**config.mk**
```make
export PLATFORM = sky130hd
export DESIGN_NAME = snake_dir_ctrl
export DESIGN_NICKNAME = d
export VERILOG_FILES = /design/src/rtl/snake_dir_ctrl.sv
export SDC_FILE = /design/constraint.sdc
export NUM_CORES = 1
export LEC_CHECK = 0
export BUFFER_PORTS_ARGS = -buffer_cell sky130_fd_sc_hd__buf_2
export CORE_MARGIN = 1
export CORE_UTILIZATION = 50
export DETAILED_ROUTE_END_ITERATION = 6
export MAX_ROUTING_LAYER = met4
export PLACE_DENSITY_LB_ADDON = 0.15
export SLEW_MARGIN = 25
export SYNTH_ARGS = -nofsm -noshare
export SYNTH_HDL_FRONTEND = slang
export SYNTH_SLANG_ARGS = --single-unit
```
**constraint.sdc**
```tcl
create_clock -name clk -period 2.85 [get_ports clk]
set_clock_uncertainty 0.2 [all_clocks]
set_input_delay 0.285 -clock clk [delete_from_list [all_inputs] [get_ports clk]]
set_output_delay 0.285 -clock clk [all_outputs]
set_load 0.03 [all_outputs]
```
**src/rtl/snake_dir_ctrl.sv**
```systemverilog
// Snake direction command stage: filters debounced key pulses, queues legal
// turns and releases one queued turn per move tick.
module snake_dir_ctrl #(
   parameter int unsigned QDEPTH   = 2,
   parameter logic [1:0]  INIT_DIR = 2'b11
) (
   input  logic       clk,
   input  logic       rst,
   input  logic       up_press,
   input  logic       down_press,
   input  logic       left_press,
   input  logic       right_press,
   input  logic       move_tick,
   input  logic       game_run,
   input  logic       restart,
   output logic [1:0] dir,
   output logic       dir_changed,
   output logic       turn_drop,
   output logic [2:0] q_count
);

   localparam logic [2:0] QD   = 3'(QDEPTH);
   localparam logic [1:0] PMAX = 2'(QDEPTH - 1);

   function automatic logic [1:0] ptr_inc(input logic [1:0] p);
      return (p == PMAX) ? 2'd0 : p + 2'd1;
   endfunction

   logic [1:0] dir_q, dir_d;
   logic [2:0] count_q, count_d;
   logic [1:0] rd_ptr_q, rd_ptr_d;
   logic [1:0] wr_ptr_q, wr_ptr_d;
   logic [1:0] tail_q, tail_d;
   logic       changed_q, changed_d;
   logic       drop_q, drop_d;
   logic [1:0] mem_q [0:3];

   logic       push_s;
   logic       pop_s;
   logic       any_s;
   logic       multi_s;
   logic [1:0] win_s;
   logic [1:0] ref_s;

   // Next-state: press arbitration, turn legality, queue push/pop
   always_comb begin
      dir_d     = dir_q;
      count_d   = count_q;
      rd_ptr_d  = rd_ptr_q;
      wr_ptr_d  = wr_ptr_q;
      tail_d    = tail_q;
      changed_d = 1'b0;
      drop_d    = 1'b0;
      push_s    = 1'b0;
      pop_s     = 1'b0;

      any_s   = up_press | down_press | left_press | right_press;
      multi_s = (up_press & (down_press | left_press | right_press)) |
                (down_press & (left_press | right_press)) |
                (left_press & right_press);
      if (up_press) begin
         win_s = 2'b00;
      end else if (down_press) begin
         win_s = 2'b01;
      end else if (left_press) begin
         win_s = 2'b10;
      end else begin
         win_s = 2'b11;
      end
      // Legality is judged against the last queued turn, not the current heading
      ref_s = (count_q != 3'd0) ? tail_q : dir_q;

      if (restart) begin
         dir_d    = INIT_DIR;
         count_d  = 3'd0;
         rd_ptr_d = 2'd0;
         wr_ptr_d = 2'd0;
      end else if (!game_run) begin
         count_d  = 3'd0;
         rd_ptr_d = 2'd0;
         wr_ptr_d = 2'd0;
      end else begin
         if (move_tick && (count_q != 3'd0)) begin
            pop_s     = 1'b1;
            dir_d     = mem_q[rd_ptr_q];
            rd_ptr_d  = ptr_inc(rd_ptr_q);
            changed_d = 1'b1;
         end else begin
            pop_s = 1'b0;
         end
         if (any_s) begin
            drop_d = multi_s;
            if (win_s == ref_s) begin
               push_s = 1'b0;
            end else if (win_s == (ref_s ^ 2'b01)) begin
               drop_d = 1'b1;
            end else if ((count_q == QD) && !pop_s) begin
               drop_d = 1'b1;
            end else begin
               push_s   = 1'b1;
               wr_ptr_d = ptr_inc(wr_ptr_q);
               tail_d   = win_s;
            end
         end else begin
            drop_d = 1'b0;
         end
         count_d = count_q + {2'b00, push_s} - {2'b00, pop_s};
      end
   end

   // State and registered outputs
   always_ff @(posedge clk or negedge rst) begin
      if (!rst) begin
         dir_q     <= INIT_DIR;
         count_q   <= 3'd0;
         rd_ptr_q  <= 2'd0;
         wr_ptr_q  <= 2'd0;
         tail_q    <= INIT_DIR;
         changed_q <= 1'b0;
         drop_q    <= 1'b0;
      end else begin
         dir_q     <= dir_d;
         count_q   <= count_d;
         rd_ptr_q  <= rd_ptr_d;
         wr_ptr_q  <= wr_ptr_d;
         tail_q    <= tail_d;
         changed_q <= changed_d;
         drop_q    <= drop_d;
      end
   end

   // Turn queue storage
   always_ff @(posedge clk or negedge rst) begin
      if (!rst) begin
         for (int i = 0; i < 4; i++) begin
            mem_q[i] <= 2'b00;
         end
      end else if (push_s) begin
         mem_q[wr_ptr_q] <= win_s;
      end
   end

   assign dir         = dir_q;
   assign dir_changed = changed_q;
   assign turn_drop   = drop_q;
   assign q_count     = count_q;

endmodule

```
==> results of run 1 <==
per-stage QoR:
step	power [uW]	worst slack [ns]
5_1_grt	1720	-0.203
3_3_place_gp	1180	0.0320
3_5_place_dp	1200	-0.0239
2_1_floorplan	956	-0.133
4_1_cts	1410	0.00759
6_report	1620	-0.134
flip-flops by register name, summed over array words and instances (netlist names):
register / cells
q_count: 3
mem_q: 8
dir: 2
wr_ptr_q: 2
turn_drop: 1
dir_changed: 1
tail_q: 2
rd_ptr_q: 2
worst register-to-register path: cells and delay by family (launching register included):
family	cells	cell delay [ns]
DFF	1	0.55
adders and majority gates	3	0.74
xor gates and xnor gates	2	0.40
and+or+nand+nor	4	0.79
AOI/OAI and AO/OA	1	0.11
buffers and inverters	2	0.08
power by group through the flow:
stage	logic (uW)	clock network, uW	registers [uW]
CTS	807	153	450
global route	1100	164	465
finish	1020	146	457
floorplan	458	0	497
global placement	727	0	451
detailed placement	749	0	456
worst max-delay path by stage:
stage | startpoint | endpoint | slack [ns]
global placement | dir[1]$_DFFE_PN1P_ | q_count[2]$_DFF_PN0_ | 0.03
detailed placement | dir[1]$_DFFE_PN1P_ | q_count[2]$_DFF_PN0_ | -0.02
floorplan | q_count[2]$_DFF_PN0_ | q_count[2]$_DFF_PN0_ | -0.13
global route | dir[1]$_DFFE_PN1P_ | q_count[2]$_DFF_PN0_ | -0.20
CTS | dir[1]$_DFFE_PN1P_ | q_count[2]$_DFF_PN0_ | 0.008
finish | dir[1]$_DFFE_PN1P_ | q_count[2]$_DFF_PN0_ | -0.13
metal layers:
layer	vias up	GRT usage	wire length [microns]
met5	-	-	0
met4	0	0.0766	42
met3	7	0.0625	140
met2	26	0.443	1480
met1	483	0.295	1230
li1	464	-	-
Yosys cell counts, drive strengths merged:
| cell | count |
|---|---|
| and2 | 3 |
| a31oi | 1 |
| dfstp | 4 |
| xor2 | 2 |
| a311oi | 1 |
| o211ai | 2 |
| a211o | 2 |
| nor4 | 3 |
| o21ai | 7 |
| clkbuf | 2 |
| nor3 | 4 |
| nor2 | 7 |
| ha | 2 |
| o31ai | 1 |
| maj3 | 1 |
| a31o | 1 |
| nor2b | 2 |
| nor4b | 2 |
| mux2i | 1 |
| a21oi | 3 |
| or2 | 1 |
| inv | 4 |
| mux2 | 10 |
| a211oi | 1 |
| xnor2 | 2 |
| and4 | 1 |
| buf | 3 |
| o31a | 1 |
| mux4 | 2 |
| nand2b | 1 |
| or4b | 2 |
| nand4 | 2 |
| fa | 1 |
| dfrtp | 17 |
| nand2 | 5 |
| and3 | 2 |
cell type report:
class | count | area (sq um) | area share
Sequential cell | 21 | 534 | 0.338
Tap cell | 28 | 35.0 | 0.0221
Multi-Input combinational cell | 76 | 716 | 0.452
Inverter | 4 | 17.5 | 0.0111
Timing Repair Buffer | 38 | 253 | 0.160
Clock inverter | 1 | 5.00 | 0.00316
Clock buffer | 3 | 22.5 | 0.0142
cells by family after synthesis:
family | count (synthesis) | share of synthesized area
AOI/OAI and AO/OA | 20 | 0.133
xor gates and xnor gates | 4 | 0.0288
adders and majority gates | 4 | 0.0452
buffers and inverters | 9 | 0.0360
DFF | 21 | 0.436
muxes | 13 | 0.138
and+or+nand+nor | 35 | 0.184
repair_timing:
action                                  CTS  global route
endpoints found under the setup margin    1             1
pin swaps                                 2             6
endpoints found under the hold margin    19             0
hold buffers                              2             0
gates resized for setup                   1            11
setup buffers                             2             4
==> flow_summary_export.csv, run 1 <==
group,metric,value,unit
run_status,status,"finished, violations left",
run_status,violations,"negative setup slack",
global_routing,grt_max_degree,22,
die,core,0.00225,sq mm
pwr,swShare,0.406,
final_layout,final_cells,171,
setup_path,worst-endpoint-required,2.86,ns
clock_network,numCtsBuffers,3,
sta,slew_viol_final,0,
synthesis,yosys_register_bits,21,
min_path,min_from,"right_press",
global_routing,grt_pass1_vias,1022,
sta,rsz0062_at_grt,"true",
route,viasPerCell,5.73,
sta,fmax,335,MHz
place,dpl-instance-area,0.00143,sq mm
pwr,power_frac_clock,0.090,
setup_path,cp_max_fo,2,
sta,setup_ws,-0.134,ns
place,dpl.cell_count,159,
synthesis,synth_area_per_cell,11.5,sq um
route,ant_nets,0,
sta,whs,0.0480,ns
setup_path,cp_num_buf_inv,2,
die,dieWidth,51.3,microns
synthesis,netlist.area_leader.share,0.349,
min_path,hold_path_class,"in -> reg",
min_path,hold_path_end,"turn_drop$_DFF_PN0_",
sta,setup_viol,1,
setup_path,rr_endpoint,"q_count[2]$_DFF_PN0_",
route,drt_pass1_iterations,4,
setup_path,cp_slowest_cell,"dfstp_2",
global_routing,grt_usage,0.257,
setup_path,path_cells,"or4b_4 -> o211ai_4 -> and2_4 -> nand2_4 -> ha_4 -> inv_4 -> ha_4 -> inv_2 -> fa_2 -> xor2_1 -> xnor2_1 -> nor2_1",
die,io_pins,16,
setup_path,cp-start-kind,"flop",
synthesis,synth_area_leaders,"dfrtp_1, dfstp_2, mux2_1, mux4_2, o21ai_2",
setup_path,cp_slowest_stage_delay,0.55,ns
route,drtIter0Drc,17,
final_layout,drive_gt1_frac,0.497,
final_layout,finalCoreUtilization,0.702,
run,drv_cap,0,
synthesis,synth_top_area_cell,"dfrtp_1",
setup_path,reg2regPathDepth,12,
clock_network,clk_latency,0.32,ns
place,gp_congestion,0.797,
route,num_vias,980,
global_routing,antenna_found_initial,0,
setup_path,r2r_start,"dir[1]$_DFFE_PN1P_",
setup_path,crit_family,"simple AND/OR/NAND/NOR gates",
clock_network,cts_tree,"yes",
final_layout,syn_to_final_growth,30.0,%
pwr,leakage,0.000716,uW
route,wl,2.90,mm
place,dp_hpwl,2.02,mm
final_layout,final_common_cell,"buf_4",
synthesis,syn_nets,118,
sta,post-route-period-util,1.05,
route,routedWlPerCell,17.0,microns
die,rows,17,
pwr,internal_power,964,uW
pwr,switching_power,659,uW
pwr,power_density,1020,mW/mm^2
clock_network,clock_path_buffers,2,
global_routing,grt_overflow,0,
clock_network,cts_sinks,21,
sta,worst_slew_pin_slew,0.749,ns
die,dieArea,0.00264,sq mm
setup_path,critical_path_class,"reg -> reg",
die,die_h,51.3,microns
sta,hold_viol,0,
pwr,peakVddDrop,604,uV
setup_path,cp.depth,12,
setup_path,r2r_slack,-0.13,ns
die,start_util,0.540,
place,port_buffers,15,
synthesis,syn_inst,106,
final_layout,diodes,0,
sta,period_needed,2.98,ns
sta,relSlewSlack,0.494,
clock_network,cts_root_buffer,"clkbuf_4",
final_layout,num-fill-cells,161,
setup_path,crit_arrival,2.99,ns
min_path,hold_path_depth,3,
synthesis,ys_seq_area_frac,0.436,
synthesis,syn_area,0.00122,sq mm
synthesis,yosysWarningCount,0,
setup_path,cp-end-kind,"flop",
final_layout,nets,156,
final_layout,most-common-layout-cells,"buf_4, buf_2, dfrtp_1",
pwr,combinationalPowerShare,0.629,
sta,fin_setup_tns,-0.134,ns
clock_network,htree_levels,1,
clock_network,clk_pin_slew,0.12,ns
final_layout,fin_area,0.00158,sq mm
global_routing,grt_pass1_wl,4.71,mm
pwr,power_frac_seq,0.282,
synthesis,synth_cell_types,44,
setup_path,cp_common_cell,"ha_4",
route,drc,0,
Power figures use the tool's default switching activity.
==> run 2: changes to the inputs <==
Settings changed: REMOVE_ABC_BUFFERS set to 1.
==> run 2 against run 1 <==
Effect of this change: the run still ends with negative setup slack left; cell count down 2.3%; sequential share of layout area is 1.4 points higher; count of clock-buffer cells in the layout stayed put; critical endpoint unchanged; largest cell class unchanged; largest power group unchanged.
==> flow_summary_export.csv, run 2 (synthesized netlist as in run 1, its figures left out) <==
group,metric,value,unit
setup_path,crit_arrival,2.88,ns
route,drc,0,
setup_path,path_cells,"or4b_4 -> o211ai_2 -> and2_4 -> nand2_4 -> ha_4 -> inv_2 -> ha_4 -> inv_2 -> fa_2 -> xor2_1 -> xnor2_1 -> nor2_1",
die,die_h,51.3,microns
clock_network,cts_tree,"yes",
place,dpl-instance-area,0.00142,sq mm
run_status,status,"finished, violations left",
final_layout,largest_reg_flops,8,
setup_path,r2r_start,"dir[1]$_DFFE_PN1P_",
route,ant_nets,0,
die,dieArea,0.00264,sq mm
global_routing,grt_usage,0.250,
setup_path,cp_slowest_cell,"dfstp_2",
clock_network,htree_levels,1,
pwr,internal_power,875,uW
setup_path,cp_slowest_stage_delay,0.57,ns
pwr,power_frac_clock,0.099,
clock_network,cts_sinks,21,
route,routedWlPerCell,16.5,microns
run_status,violations,"negative setup slack",
final_layout,finalCoreUtilization,0.671,
sta,period_needed,2.89,ns
setup_path,r2r_slack,-0.04,ns
die,core,0.00225,sq mm
route,drt_pass1_iterations,4,
setup_path,cp-end-kind,"flop",
setup_path,reg2regPathDepth,12,
die,start_util,0.540,
route,wl,2.76,mm
sta,setup_ws,-0.0352,ns
final_layout,most-common-layout-cells,"buf_4, dfrtp_1, buf_2",
pwr,total_power,1460,uW
final_layout,nets,152,
setup_path,cp-start-kind,"flop",
pwr,peakVddDrop,835,uV
place,gp_congestion,0.861,
global_routing,grt_pass1_wl,4.52,mm
place,dp_hpwl,2.09,mm
min_path,hold_path_end,"turn_drop$_DFF_PN0_",
clock_network,cts_root_buffer,"clkbuf_4",
pwr,leakage,0.000684,uW
setup_path,cp_max_fo,3,
sta,slew_viol_final,0,
setup_path,rr_endpoint,"q_count[2]$_DFF_PN0_",
sta,worst_slew_pin_slew,0.700,ns
min_path,hold_path_depth,3,
sta,relSlewSlack,0.527,
place,dpl.cell_count,160,
clock_network,clk_pin_slew,0.12,ns
die,rows,17,
die,dieWidth,51.3,microns
sta,setup_viol,1,
final_layout,final_cells,167,
setup_path,worst-endpoint-required,2.84,ns
setup_path,crit_path_start,"dir[1]$_DFFE_PN1P_",
global_routing,grt_pass1_vias,955,
final_layout,final_common_cell,"buf_4",
global_routing,antenna_found_initial,0,
route,drtIter0Drc,8,
sta,fmax,347,MHz
min_path,hold_path_class,"in -> reg",
pwr,switching_power,589,uW
die,io_pins,16,
global_routing,grt_max_degree,22,
clock_network,numCtsBuffers,3,
place,port_buffers,15,
pwr,combinationalPowerShare,0.591,
final_layout,syn_to_final_growth,24.3,%
sta,post-route-period-util,1.01,
final_layout,drive_gt1_frac,0.453,
pwr,swShare,0.402,
clock_network,clock_path_buffers,2,
sta,rsz0062_at_grt,"true",
sta,fin_setup_tns,-0.0352,ns
pwr,power_frac_seq,0.310,
global_routing,grt_overflow,0,
run,drv_cap,0,
setup_path,critical_path_class,"reg -> reg",
pwr,power_density,968,mW/mm^2
final_layout,top_register,"mem_q",
min_path,min_from,"right_press",
final_layout,fin_area,0.00151,sq mm
route,num_vias,922,
sta,hold_viol,0,
final_layout,diodes,0,
route,viasPerCell,5.52,
clock_network,clk_latency,0.31,ns
run 2: area by class of cell:
cell class              count  area [sq um]
well taps                  28          35.0
clock buffers               3          22.5
flip-flops and latches     21           532
repair buffers             34           223
multi-input cells          76           681
inverters                   4          15.0
fillers                   178           742
clock inverters             1          5.00
run 2: critical path, delay by kind of cell (launching register included):
family          cells  cell delay [ns]
compound gates      1             0.10
xor+xnor            2             0.31
fa+ha+maj           3             0.73
buf+inv             2             0.09
flops               1             0.57
simple gates        4             0.78
run 2: how the worst max path moves through the flow:
stage,to,slack (ns),cells after the start
finish,q_count[2]$_DFF_PN0_,-0.04,12
global route,q_count[2]$_DFF_PN0_,-0.15,12
CTS,q_count[2]$_DFF_PN0_,-0.03,12
detailed placement,q_count[2]$_DFF_PN0_,-0.07,12
global placement,q_count[2]$_DFF_PN0_,0.02,12
floorplan,q_count[2]$_DFF_PN0_,-0.23,12
run 2: metal layers:
metal / track usage / wire [microns]
met1: 0.326 / 1310
met2: 0.382 / 1310
met3: 0.0506 / 85
met4: 0.0991 / 45
met5: - / 0
run 2: per-stage QoR:
stage | worst slack [ns] | hold slack [ns]
2_1_floorplan | -0.230 | -0.211
3_3_place_gp | 0.0160 | 0.0632
3_5_place_dp | -0.0674 | 0.0686
4_1_cts | -0.0341 | 0.0472
5_1_grt | -0.150 | 0.0602
6_report | -0.0352 | 0.0474
run 2: power groups by stage:
| stage | Clock, uW | Sequential [uW] | Combinational (uW) |
|---|---|---|---|
| 2_1_floorplan | 0 | 502 | 407 |
| 3_3_place_gp | 0 | 455 | 721 |
| 3_5_place_dp | 0 | 461 | 740 |
| 4_1_cts | 151 | 450 | 778 |
| 5_1_grt | 162 | 466 | 938 |
| 6_report | 145 | 453 | 866 |
run 2: repair_timing:
item,CTS,global route
endpoints found under the hold margin,19,0
hold buffers,2,0
buffers inserted,1,0
pin swaps,2,5
setup endpoints to repair,1,1
resized for setup,3,8
==> run 3: changes to the inputs <==
Settings changed: ABC_AREA set to 1.
==> run 3 against run 2 <==
Effect of this change: the run now ends clean; non-clock buffer count decreased by 11; first-iteration DRC count grew to 3.1 times the previous value; design area shrank 8.3%; via count is 19% higher; critical path depth rose by 4; utilization fell by 4.4 points; sequential power shrank 4%; cell count up 22%; critical path type unchanged; critical endpoint unchanged; largest power group unchanged.
==> flow_summary_export.csv, run 3 <==
group,metric,value,unit
synthesis,synth_cell_types,22,
global_routing,grt_pass1_wl,4.27,mm
synthesis,synth_area_per_cell,7.77,sq um
die,rows,17,
sta,slew_viol_final,0,
place,dp_hpwl,1.81,mm
final_layout,diodes,0,
final_layout,final_common_cell,"nand2_1",
global_routing,grt_usage,0.238,
die,dieArea,0.00253,sq mm
route,num_vias,1095,
setup_path,critical_path_class,"reg -> reg",
synthesis,synth-edff-count,0,
global_routing,grt_overflow,0,
synthesis,synth_common_cells,"nand2_1, dfrtp_1, inv_1, nand3_1, nor2_1",
route,drt_pass1_iterations,4,
die,dieWidth,50.3,microns
clock_network,clk_latency,0.30,ns
die,core,0.00221,sq mm
synthesis,yosysMostFrequentCell,"nand2_1",
global_routing,grt_max_degree,22,
setup_path,worst-endpoint-required,2.85,ns
synthesis,syn_inst,150,
clock_network,clock_path_buffers,2,
final_layout,nets,188,
clock_network,cts_tree,"yes",
route,ant_nets,0,
synthesis,netlist.area_leader.share,0.365,
die,die_h,50.3,microns
sta,period_needed,2.57,ns
run,drv_cap,0,
synthesis,yosysWarningCount,0,
place,port_buffers,15,
clock_network,cts_root_buffer,"clkbuf_4",
synthesis,synth_top_area_cell,"dfrtp_1",
route,viasPerCell,5.39,
sta,post-route-period-util,0.903,
clock_network,clk_pin_slew,0.11,ns
setup_path,cp-end-kind,"flop",
min_path,hold_path_class,"in -> reg",
final_layout,syn_to_final_growth,19.1,%
synthesis,synthArstFlopShare,1.00,
sta,setup_viol,0,
run_status,status,"finished clean",
final_layout,drive_gt1_frac,0.257,
clock_network,cts_sinks,21,
clock_network,numCtsBuffers,3,
route,drc,0,
final_layout,most-common-layout-cells,"nand2_1, inv_1, dfrtp_1, buf_2, nand3_1",
final_layout,largest_reg_flops,8,
sta,hold_viol,0,
die,start_util,0.527,
global_routing,grt_pass1_vias,1009,
setup_path,crit_arrival,2.57,ns
synthesis,ys_seq_area_frac,0.455,
clock_network,htree_levels,1,
route,wl,2.61,mm
sta,rsz0062_at_grt,"false",
setup_path,cp_max_fo,5,
pwr,power_density,874,mW/mm^2
sta,worst_slew_pin_slew,0.475,ns
sta,fmax,389,MHz
final_layout,finalCoreUtilization,0.627,
global_routing,antenna_found_initial,0,
synthesis,synth_area_leaders,"dfrtp_1, nand2_1, dfstp_2, nand3_1, inv_1",
sta,relSlewSlack,0.684,
route,routedWlPerCell,12.9,microns
final_layout,top_register,"mem_q",
pwr,peakVddDrop,621,uV
synthesis,synthFlopType,"dfrtp_1",
synthesis,syn_area,0.00116,sq mm
route,drtIter0Drc,25,
sta,fin_setup_tns,0,ns
place,gp_congestion,0.856,
pwr,leakage,0.000747,uW
setup_path,cp-start-kind,"flop",
die,io_pins,16,
synthesis,yosys_register_bits,21,
[run 3: path summary, 6_finish.rpt]
kind	to	slack, ns	cells past startpoint	from
worst max register to register	q_count[2]$_DFF_PN0_	0.28	16	q_count[2]$_DFF_PN0_
max in group asynchronous	dir[1]$_DFFE_PN1P_	1.85	2	rst
worst min-delay path	tail_q[1]$_DFFE_PN1P_	0.10	4	down_press
worst min register to register	mem_q[6]$_DFFE_PN0P_	0.29	2	mem_q[6]$_DFFE_PN0P_
worst max-delay path	q_count[2]$_DFF_PN0_	0.28	16	q_count[2]$_DFF_PN0_
min in group asynchronous	q_count[2]$_DFF_PN0_	0.26	2	rst
[run 3: worst max-delay path: stages (launching register included)]
cell,delay (ns)
dfrtp_2,0.46
nor2_4,0.21
nand2_2,0.12
nand2_1,0.07
nand3_1,0.08
nand2_2,0.09
nand2_1,0.06
nand2_2,0.08
nor2_4,0.04
inv_1,0.05
ha_1,0.21
inv_1,0.06
ha_1,0.13
inv_1,0.05
fa_1,0.37
o21ai_1,0.14
a21oi_1,0.05
[run 3: cell families after synthesis]
logic type / count (synthesis) / share of synthesized area
and+or+nand+nor: 87 / 0.336
buffers and inverters: 22 / 0.0784
DFF: 21 / 0.455
AOI/OAI and AO/OA: 16 / 0.0838
adders and majority gates: 3 / 0.0387
xor gates and xnor gates: 1 / 0.00752
[run 3: power by group]
| part | switching (uW) | total (uW) | internal [uW] | leakage (uW) |
|---|---|---|---|---|
| Sequential | 55.6 | 435 | 379 | 0.000270 |
| Combinational | 406 | 635 | 230 | 0.000462 |
| Clock | 88.9 | 143 | 54.5 | 0.0000150 |
[run 3: area by class of cell]
| cell class | count | area, sq um |
|---|---|---|
| fill | 190 | 825 |
| multi-input combinational | 107 | 576 |
| sequential | 21 | 533 |
| timing repair buffer | 23 | 143 |
| inverter | 20 | 75.1 |
| tap | 28 | 35.0 |
| clock buffer | 4 | 26.3 |
[run 3: timing repair]
item | 4_1_cts | 5_1_grt
endpoints found under the hold margin | 18 | 1
hold buffers | 3 | 1
setup endpoints to repair | 0 | 2
setup buffers | 0 | 2
gates resized for setup | 0 | 11
[run 3: metal layers]
metal	GRT usage	wire length (microns)	part of all wire
met1	0.273	1150	0.44
met2	0.404	1340	0.51
met3	0.0364	80	0.031
met4	0.114	47	0.018
met5	-	0	0
[run 3: stage by stage]
step | hold slack (ns) | instance area, sq um | worst slack [ns] | total power (uW) | cells
final | 0.103 | 1390 | 0.276 | 1210 | 203
after global routing | 0.115 | 1390 | 0.0211 | 1330 | 203
after CTS | 0.0712 | 1340 | 0.0898 | 1170 | 201
after detailed placement | 0.0678 | 1280 | 0.231 | 1010 | 194
after global placement | 0.0587 | 1280 | 0.298 | 985 | 194
after floorplan | -0.211 | 1150 | 0.0703 | 853 | 148
